### src/rtl/lsu_pkg.sv
// Shared op codes, FSM state encoding and exception codes for the LSU memory master.
package lsu_pkg;

    localparam logic [2:0] OP_LW  = 3'd0;
    localparam logic [2:0] OP_LH  = 3'd1;
    localparam logic [2:0] OP_LHU = 3'd2;
    localparam logic [2:0] OP_LB  = 3'd3;
    localparam logic [2:0] OP_LBU = 3'd4;
    localparam logic [2:0] OP_SW  = 3'd5;
    localparam logic [2:0] OP_SH  = 3'd6;
    localparam logic [2:0] OP_SB  = 3'd7;

    localparam logic [4:0] EXC_ADEL = 5'd4;
    localparam logic [4:0] EXC_ADES = 5'd5;

    typedef enum logic [1:0] {
        ST_IDLE = 2'd0,
        ST_REQ  = 2'd1,
        ST_WAIT = 2'd2,
        ST_DONE = 2'd3
    } lsu_state_t;

    function automatic logic is_load(input logic [2:0] op);
        return (op == OP_LW) || (op == OP_LH) || (op == OP_LHU) ||
               (op == OP_LB) || (op == OP_LBU);
    endfunction

endpackage

### src/rtl/lsu_mem_master_load_ext.sv
// Lane selection plus sign/zero extension of a returned read word.
module lsu_load_ext
    import lsu_pkg::*;
(
    input  logic [2:0]  op_code,
    input  logic [1:0]  lane,
    input  logic [31:0] rdata,
    output logic [31:0] result
);

    logic [7:0]  byte_val;
    logic [15:0] half_val;

    // Half-word loads only look at lane[1]; the low address bit is not meaningful for them.
    assign byte_val = rdata[{lane, 3'b000} +: 8];
    assign half_val = rdata[{lane[1], 4'b0000} +: 16];

    always_comb begin
        result = rdata;
        case (op_code)
            OP_LB:   result = {{24{byte_val[7]}}, byte_val};
            OP_LBU:  result = {24'd0, byte_val};
            OP_LH:   result = {{16{half_val[15]}}, half_val};
            OP_LHU:  result = {16'd0, half_val};
            default: result = rdata;
        endcase
    end

endmodule

### src/rtl/lsu_mem_master.sv
// Load/store initiator between the MEM stage and data memory (req/gnt/rvalid, with timeout).
// Optional alignment exceptions are enabled by defining LSU_ALIGN_EXC_EN.
module lsu_mem_master
    import lsu_pkg::*;
#(
    parameter int TIMEOUT_CYCLES = 255,
    parameter int ADDR_W         = 32
) (
    input  logic              clk,
    input  logic              reset,
    input  logic              op_valid,
    output logic              op_ready,
    input  logic [2:0]        op_code,
    input  logic [ADDR_W-1:0] op_addr,
    input  logic [31:0]       op_wdata,
    output logic              res_valid,
    output logic [31:0]       res_data,
    output logic              res_err,
    output logic              res_exc,
    output logic [4:0]        res_exc_code,
    output logic              mem_req,
    output logic              mem_we,
    output logic [ADDR_W-1:0] mem_addr,
    output logic [3:0]        mem_be,
    output logic [31:0]       mem_wdata,
    input  logic              mem_gnt,
    input  logic              mem_rvalid,
    input  logic [31:0]       mem_rdata
);

    lsu_state_t        state_q, state_d;
    logic [2:0]        op_q;
    logic [1:0]        lane_q;
    logic [15:0]       count_q;
    logic [ADDR_W-1:0] addr_q;
    logic              we_q;
    logic [3:0]        be_q;
    logic [31:0]       wdata_q;
    logic [31:0]       res_data_q;
    logic              res_err_q;
    logic              accept;
    logic              misaligned;
    logic              timeout_hit;
    logic [3:0]        be_d;
    logic [31:0]       wdata_d;
    logic [31:0]       load_result;

    assign accept      = op_valid && (state_q == ST_IDLE);
    assign timeout_hit = (count_q == 16'(TIMEOUT_CYCLES - 1));

`ifdef LSU_ALIGN_EXC_EN
    logic       res_exc_q;
    logic [4:0] res_exc_code_q;

    always_comb begin
        misaligned = 1'b0;
        case (op_code)
            OP_LW, OP_SW:         misaligned = (op_addr[1:0] != 2'b00);
            OP_LH, OP_LHU, OP_SH: misaligned = op_addr[0];
            default:              misaligned = 1'b0;
        endcase
    end

    always_ff @(posedge clk) begin
        if (reset) begin
            res_exc_q      <= 1'b0;
            res_exc_code_q <= 5'd0;
        end else if (accept) begin
            res_exc_q      <= misaligned;
            res_exc_code_q <= misaligned ? (is_load(op_code) ? EXC_ADEL : EXC_ADES) : 5'd0;
        end
    end

    assign res_exc      = res_exc_q;
    assign res_exc_code = res_exc_code_q;
`else
    assign misaligned   = 1'b0;
    assign res_exc      = 1'b0;
    assign res_exc_code = 5'd0;
`endif

    always_comb begin
        be_d    = 4'b1111;
        wdata_d = 32'd0;
        case (op_code)
            OP_SW: wdata_d = op_wdata;
            OP_SH: begin
                be_d    = op_addr[1] ? 4'b1100 : 4'b0011;
                wdata_d = {2{op_wdata[15:0]}};
            end
            OP_SB: begin
                be_d    = 4'b0001 << op_addr[1:0];
                wdata_d = {4{op_wdata[7:0]}};
            end
            default: ;
        endcase
    end

    lsu_load_ext u_load_ext (
        .op_code (op_q),
        .lane    (lane_q),
        .rdata   (mem_rdata),
        .result  (load_result)
    );

    // A grant or read response in the final timeout cycle takes priority over the abort.
    always_comb begin
        state_d = state_q;
        case (state_q)
            ST_IDLE: if (accept) state_d = misaligned ? ST_DONE : ST_REQ;
            ST_REQ: begin
                if (mem_gnt)          state_d = is_load(op_q) ? ST_WAIT : ST_DONE;
                else if (timeout_hit) state_d = ST_DONE;
            end
            ST_WAIT: if (mem_rvalid || timeout_hit) state_d = ST_DONE;
            ST_DONE: state_d = ST_IDLE;
            default: state_d = ST_IDLE;
        endcase
    end

    always_ff @(posedge clk) begin
        if (reset) begin
            state_q    <= ST_IDLE;
            op_q       <= OP_LW;
            lane_q     <= 2'b00;
            count_q    <= 16'd0;
            addr_q     <= '0;
            we_q       <= 1'b0;
            be_q       <= 4'd0;
            wdata_q    <= 32'd0;
            res_data_q <= 32'd0;
            res_err_q  <= 1'b0;
        end else begin
            state_q <= state_d;
            case (state_q)
                ST_IDLE: begin
                    if (accept) begin
                        op_q       <= op_code;
                        lane_q     <= op_addr[1:0];
                        addr_q     <= {op_addr[ADDR_W-1:2], 2'b00};
                        we_q       <= !is_load(op_code);
                        be_q       <= be_d;
                        wdata_q    <= wdata_d;
                        res_data_q <= 32'd0;
                        res_err_q  <= 1'b0;
                        count_q    <= 16'd0;
                    end
                end
                ST_REQ: begin
                    count_q <= count_q + 16'd1;
                    if (!mem_gnt && timeout_hit) res_err_q <= 1'b1;
                end
                ST_WAIT: begin
                    count_q <= count_q + 16'd1;
                    if (mem_rvalid)       res_data_q <= load_result;
                    else if (timeout_hit) res_err_q  <= 1'b1;
                end
                default: ;
            endcase
        end
    end

    assign op_ready  = (state_q == ST_IDLE);
    assign mem_req   = (state_q == ST_REQ);
    assign res_valid = (state_q == ST_DONE);
    assign mem_we    = we_q;
    assign mem_addr  = addr_q;
    assign mem_be    = be_q;
    assign mem_wdata = wdata_q;
    assign res_data  = res_data_q;
    assign res_err   = res_err_q;

endmodule
### config.mk
export PLATFORM = sky130hd
export DESIGN_NAME = lsu_mem_master
export DESIGN_NICKNAME = d
export VERILOG_FILES = /design/src/rtl/lsu_pkg.sv /design/src/rtl/lsu_mem_master_load_ext.sv /design/src/rtl/lsu_mem_master.sv
export SDC_FILE = /design/constraint.sdc
export NUM_CORES = 1
export LEC_CHECK = 0
export CAP_MARGIN = 30
export CORE_MARGIN = 2
export CORE_UTILIZATION = 40
export DETAILED_ROUTE_END_ITERATION = 16
export GPL_TIMING_DRIVEN = 0
export MAX_ROUTING_LAYER = met4
export PLACE_DENSITY = 0.87
export SLEW_MARGIN = 20
export SYNTH_ARGS = -nofsm -noshare
export SYNTH_HDL_FRONTEND = slang
export SYNTH_SLANG_ARGS = --single-unit
### constraint.sdc
create_clock -name clk -period 1.84 [get_ports clk]
set_clock_uncertainty 0.1 [all_clocks]
set_input_delay 0.368 -clock clk [delete_from_list [all_inputs] [get_ports clk]]
set_output_delay 0.368 -clock clk [all_outputs]
set_load 0.05 [all_outputs]
==> impl_metrics.tcl <==
set metrics [dict create \
    cts_hold_buf 0 \
    drc_errors 0 \
    violations "negative setup slack" \
    synth_ff_type "dfxtp_1" \
    hold_path.startpoint "mem_rdata[31]" \
    grt_usage 0.259 \
    cts_tree "done" \
    synth.avg_cell_area_um2 8.16 \
    r2r-start "state_q[0]$_SDFFE_PP0P_" \
    final_common_cell "dfxtp_1" \
    setup_viol 4 \
    nets 1060 \
    reg2reg_slack_ns -0.05 \
    swShare 0.402 \
    final_area_mm2 0.00904 \
    drive_gt1_frac 0.192 \
    seqPwrFrac 0.282 \
    nFillCells 1164 \
    ys_seq_area_frac 0.432 \
    power_mw 11.4 \
    cp_data_arrival_time_ns 2.14 \
    maxCapViolCount 0 \
    post_synth_num_cell_types 51 \
    initial_core_util 0.411 \
    power_switching_mw 4.58 \
    wl_per_cell_um 17.1 \
    holdPathStages 3 \
    io_buffer_count 205 \
    grt_pass1_wl_um 29500 \
    die_h_um 123 \
    stdcell_count 1142 \
    viasPerCell 5.39 \
    cp_slowest_cell "dfxtp_4" \
    ant_nets 0 \
    layout_setup_ws_ns -0.0476 \
    yosysWarnings 0 \
    power_density_mw_per_mm2 1260 \
    crit_family "simple AND/OR/NAND/NOR gates" \
    synth_area_mm2 0.00570 \
    rows 43 \
    area_growth_pct 58.4 \
    core_area_mm2 0.0139 \
    grt_max_degree 17 \
    vdd_drop_max_mv 0.838 \
    fp.dieArea_mm2 0.0152 \
    min_period_ns 1.89 \
    required_ns 2.09 \
    clk_path_buf_depth 2 \
    path_buf_inv 3 \
    first_global_vias 5939 \
    fin_tns_setup_ns -0.0891 \
    die_w_um 123 \
    placedCellCount 1091 \
    htree_levels 4 \
    most-common-layout-cells "118 x dfxtp_1, 107 x nand2_1, 99 x clkdlybuf4s50_1" \
    critical_path_class "reg2reg" \
    startpoint_type "flip-flop" \
    pwr-share-clk 0.285 \
    cts.clk_slew.worst_paths_ns 0.06 \
    cp_max_fo 6 \
    diodes 0 \
    clock_latency_ns 0.42 \
    r2r-end "count_q[11]$_SDFFE_PP0P_" \
    drt_pass1_iterations 5 \
    synthArstFlopShare 0 \
    pin_count 215 \
    ys_ff_latch 123 \
    finalMaxSlewViolations 0 \
    tightest_slew_ns 0.613 \
    cts-buffers-inserted 17 \
    final_core_util 0.651 \
    r2r_cells 8 \
    placed_area_mm2 0.00806 \
    hpwl_um 13500 \
    place_ws_ns -0.678 \
    internal_power_mw 6.80 \
    synth_edf_count 0 \
    whs_ns 0.227 \
    power_frac_comb 0.434 \
    finalCritPeriodShare 1.03 \
    root_buffer "clkbuf_16" \
    drt-total-wl_um 19500 \
    num_vias 6155 \
    cts_sinks 123 \
    hold_viol_final 0 \
    cp-end-kind "flip-flop" \
    grt_antenna_before_repair 0 \
    slew-limit-headroom 0.591 \
    outcome "complete, but fails checks" \
    crit_chain "inv_4, ha_4, buf_8, mux2_4, nand4_1, buf_6, or3_4, a21oi_4" \
    dr.first_iter.drc_count 343 \
    syn_inst 699 \
    hold_class "in2reg" \
    gp_congestion 0.942 \
    rsz0062_at_grt "yes" \
    hold_end "res_data[31]$_SDFFE_PP0P_" \
    fmax_ghz 0.530 \
    p_leak_nw 3.86 \
    max_stage_delay_ns 0.37 \
    grt_overflow 0 \
]
[power groups by stage]
stage                     clock [mW]  sequential, mW  combinational [mW]
final                           3.24            3.20                4.93
after global routing            3.42            3.24                5.25
after CTS                       3.27            3.18                4.60
after detailed placement           0            3.25                4.43
after global placement             0            3.23                4.36
after floorplan                    0            4.19                2.06
[worst max-delay path by stage]
stage | from | to | cells past startpoint
3_5_place_dp | op_valid | mem_addr[30]$_SDFFE_PP0P_ | 6
2_1_floorplan | state_q[1]$_SDFFE_PP0P_ | res_data[17]$_SDFFE_PP0P_ | 9
6_report | state_q[0]$_SDFFE_PP0P_ | count_q[11]$_SDFFE_PP0P_ | 8
4_1_cts | state_q[1]$_SDFFE_PP0P_ | res_valid | 3
3_3_place_gp | op_valid | op_q[1]$_SDFFE_PP0P_ | 6
5_1_grt | state_q[0]$_SDFFE_PP0P_ | count_q[11]$_SDFFE_PP0P_ | 8
[tightest hold or removal path, stage by stage]
cell	delay [ns]
dlymetal6s2s_1	0.15
nor2_1	0.08
o21ai_2	0.13
[final cells by class]
type	instances	area, um2	area share
multi-input combinational	514	3240	0.358
clock inverter	11	123	0.0136
sequential	123	2480	0.274
buffer	54	358	0.0396
tap	180	225	0.0249
clock buffer	20	447	0.0494
timing repair buffer	231	2130	0.235
inverter	9	38.8	0.00429
[sequential cells by signal, summed over array words and instances, names as in the netlist, 2 cells and up]
register / cells
count_q: 16
state_q: 2
mem_addr: 30
res_data: 32
op_q: 3
lane_q: 2
mem_be: 4
mem_wdata: 32
[cell families (layout without fill, tap and decap cells)]
family / count (synthesis) / count (layout) / synth area share
adder cells (fa/ha/maj): 6 / 6 / 0.0132
buffers and inverters: 69 / 325 / 0.0557
AO/OA/AOI/OAI: 217 / 217 / 0.249
XOR/XNOR: 11 / 11 / 0.0169
AND/OR/NAND/NOR: 251 / 251 / 0.191
flip-flops: 123 / 123 / 0.432
other: 1 / 8 / 0.000658
multiplexers: 21 / 21 / 0.0412
[repair_timing]
item,in CTS,in global routing
endpoints found under the setup margin,199,107
setup buffers,15,9
gates cloned,2,0
pin swaps,24,19
gates resized for setup,170,102
[cell usage after synthesis, types with 2 or more instances]
master,n,area share
dfxtp_1,123,0.43
nand2_1,112,0.074
nor2_1,82,0.054
a21oi_1,65,0.057
o21ai_0,38,0.033
a22oi_1,33,0.043
clkbuf_1,33,0.022
o21a_1,15,0.020
o21ai_1,12,0.011
a22o_1,11,0.017
nor2b_1,11,0.012
mux2_2,10,0.020
mux2i_1,10,0.018
and3_1,9,0.0099
buf_4,9,0.012
inv_1,9,0.0059
o211ai_1,9,0.012
o211ai_2,9,0.020
xnor2_1,9,0.014
a21o_1,8,0.011
buf_1,8,0.0053
buf_2,8,0.0070
nor3_1,7,0.0061
o221ai_1,7,0.011
ha_1,6,0.013
nand2b_1,6,0.0066
nand3_1,5,0.0044
or3_1,5,0.0055
nand4_1,4,0.0044
and2_1,2,0.0022
buf_6,2,0.0039
o21bai_1,2,0.0026
xor2_1,2,0.0031
[per-layer routing]
metal	vias to the layer above	track usage	wire (um)
li1	2941	-	-
met1	2900	0.297	7900
met2	263	0.425	9650
met3	51	0.0853	1520
met4	0	0.0881	486
met5	-	-	0
No activity file was read; power rests on OpenSTA's default activity.
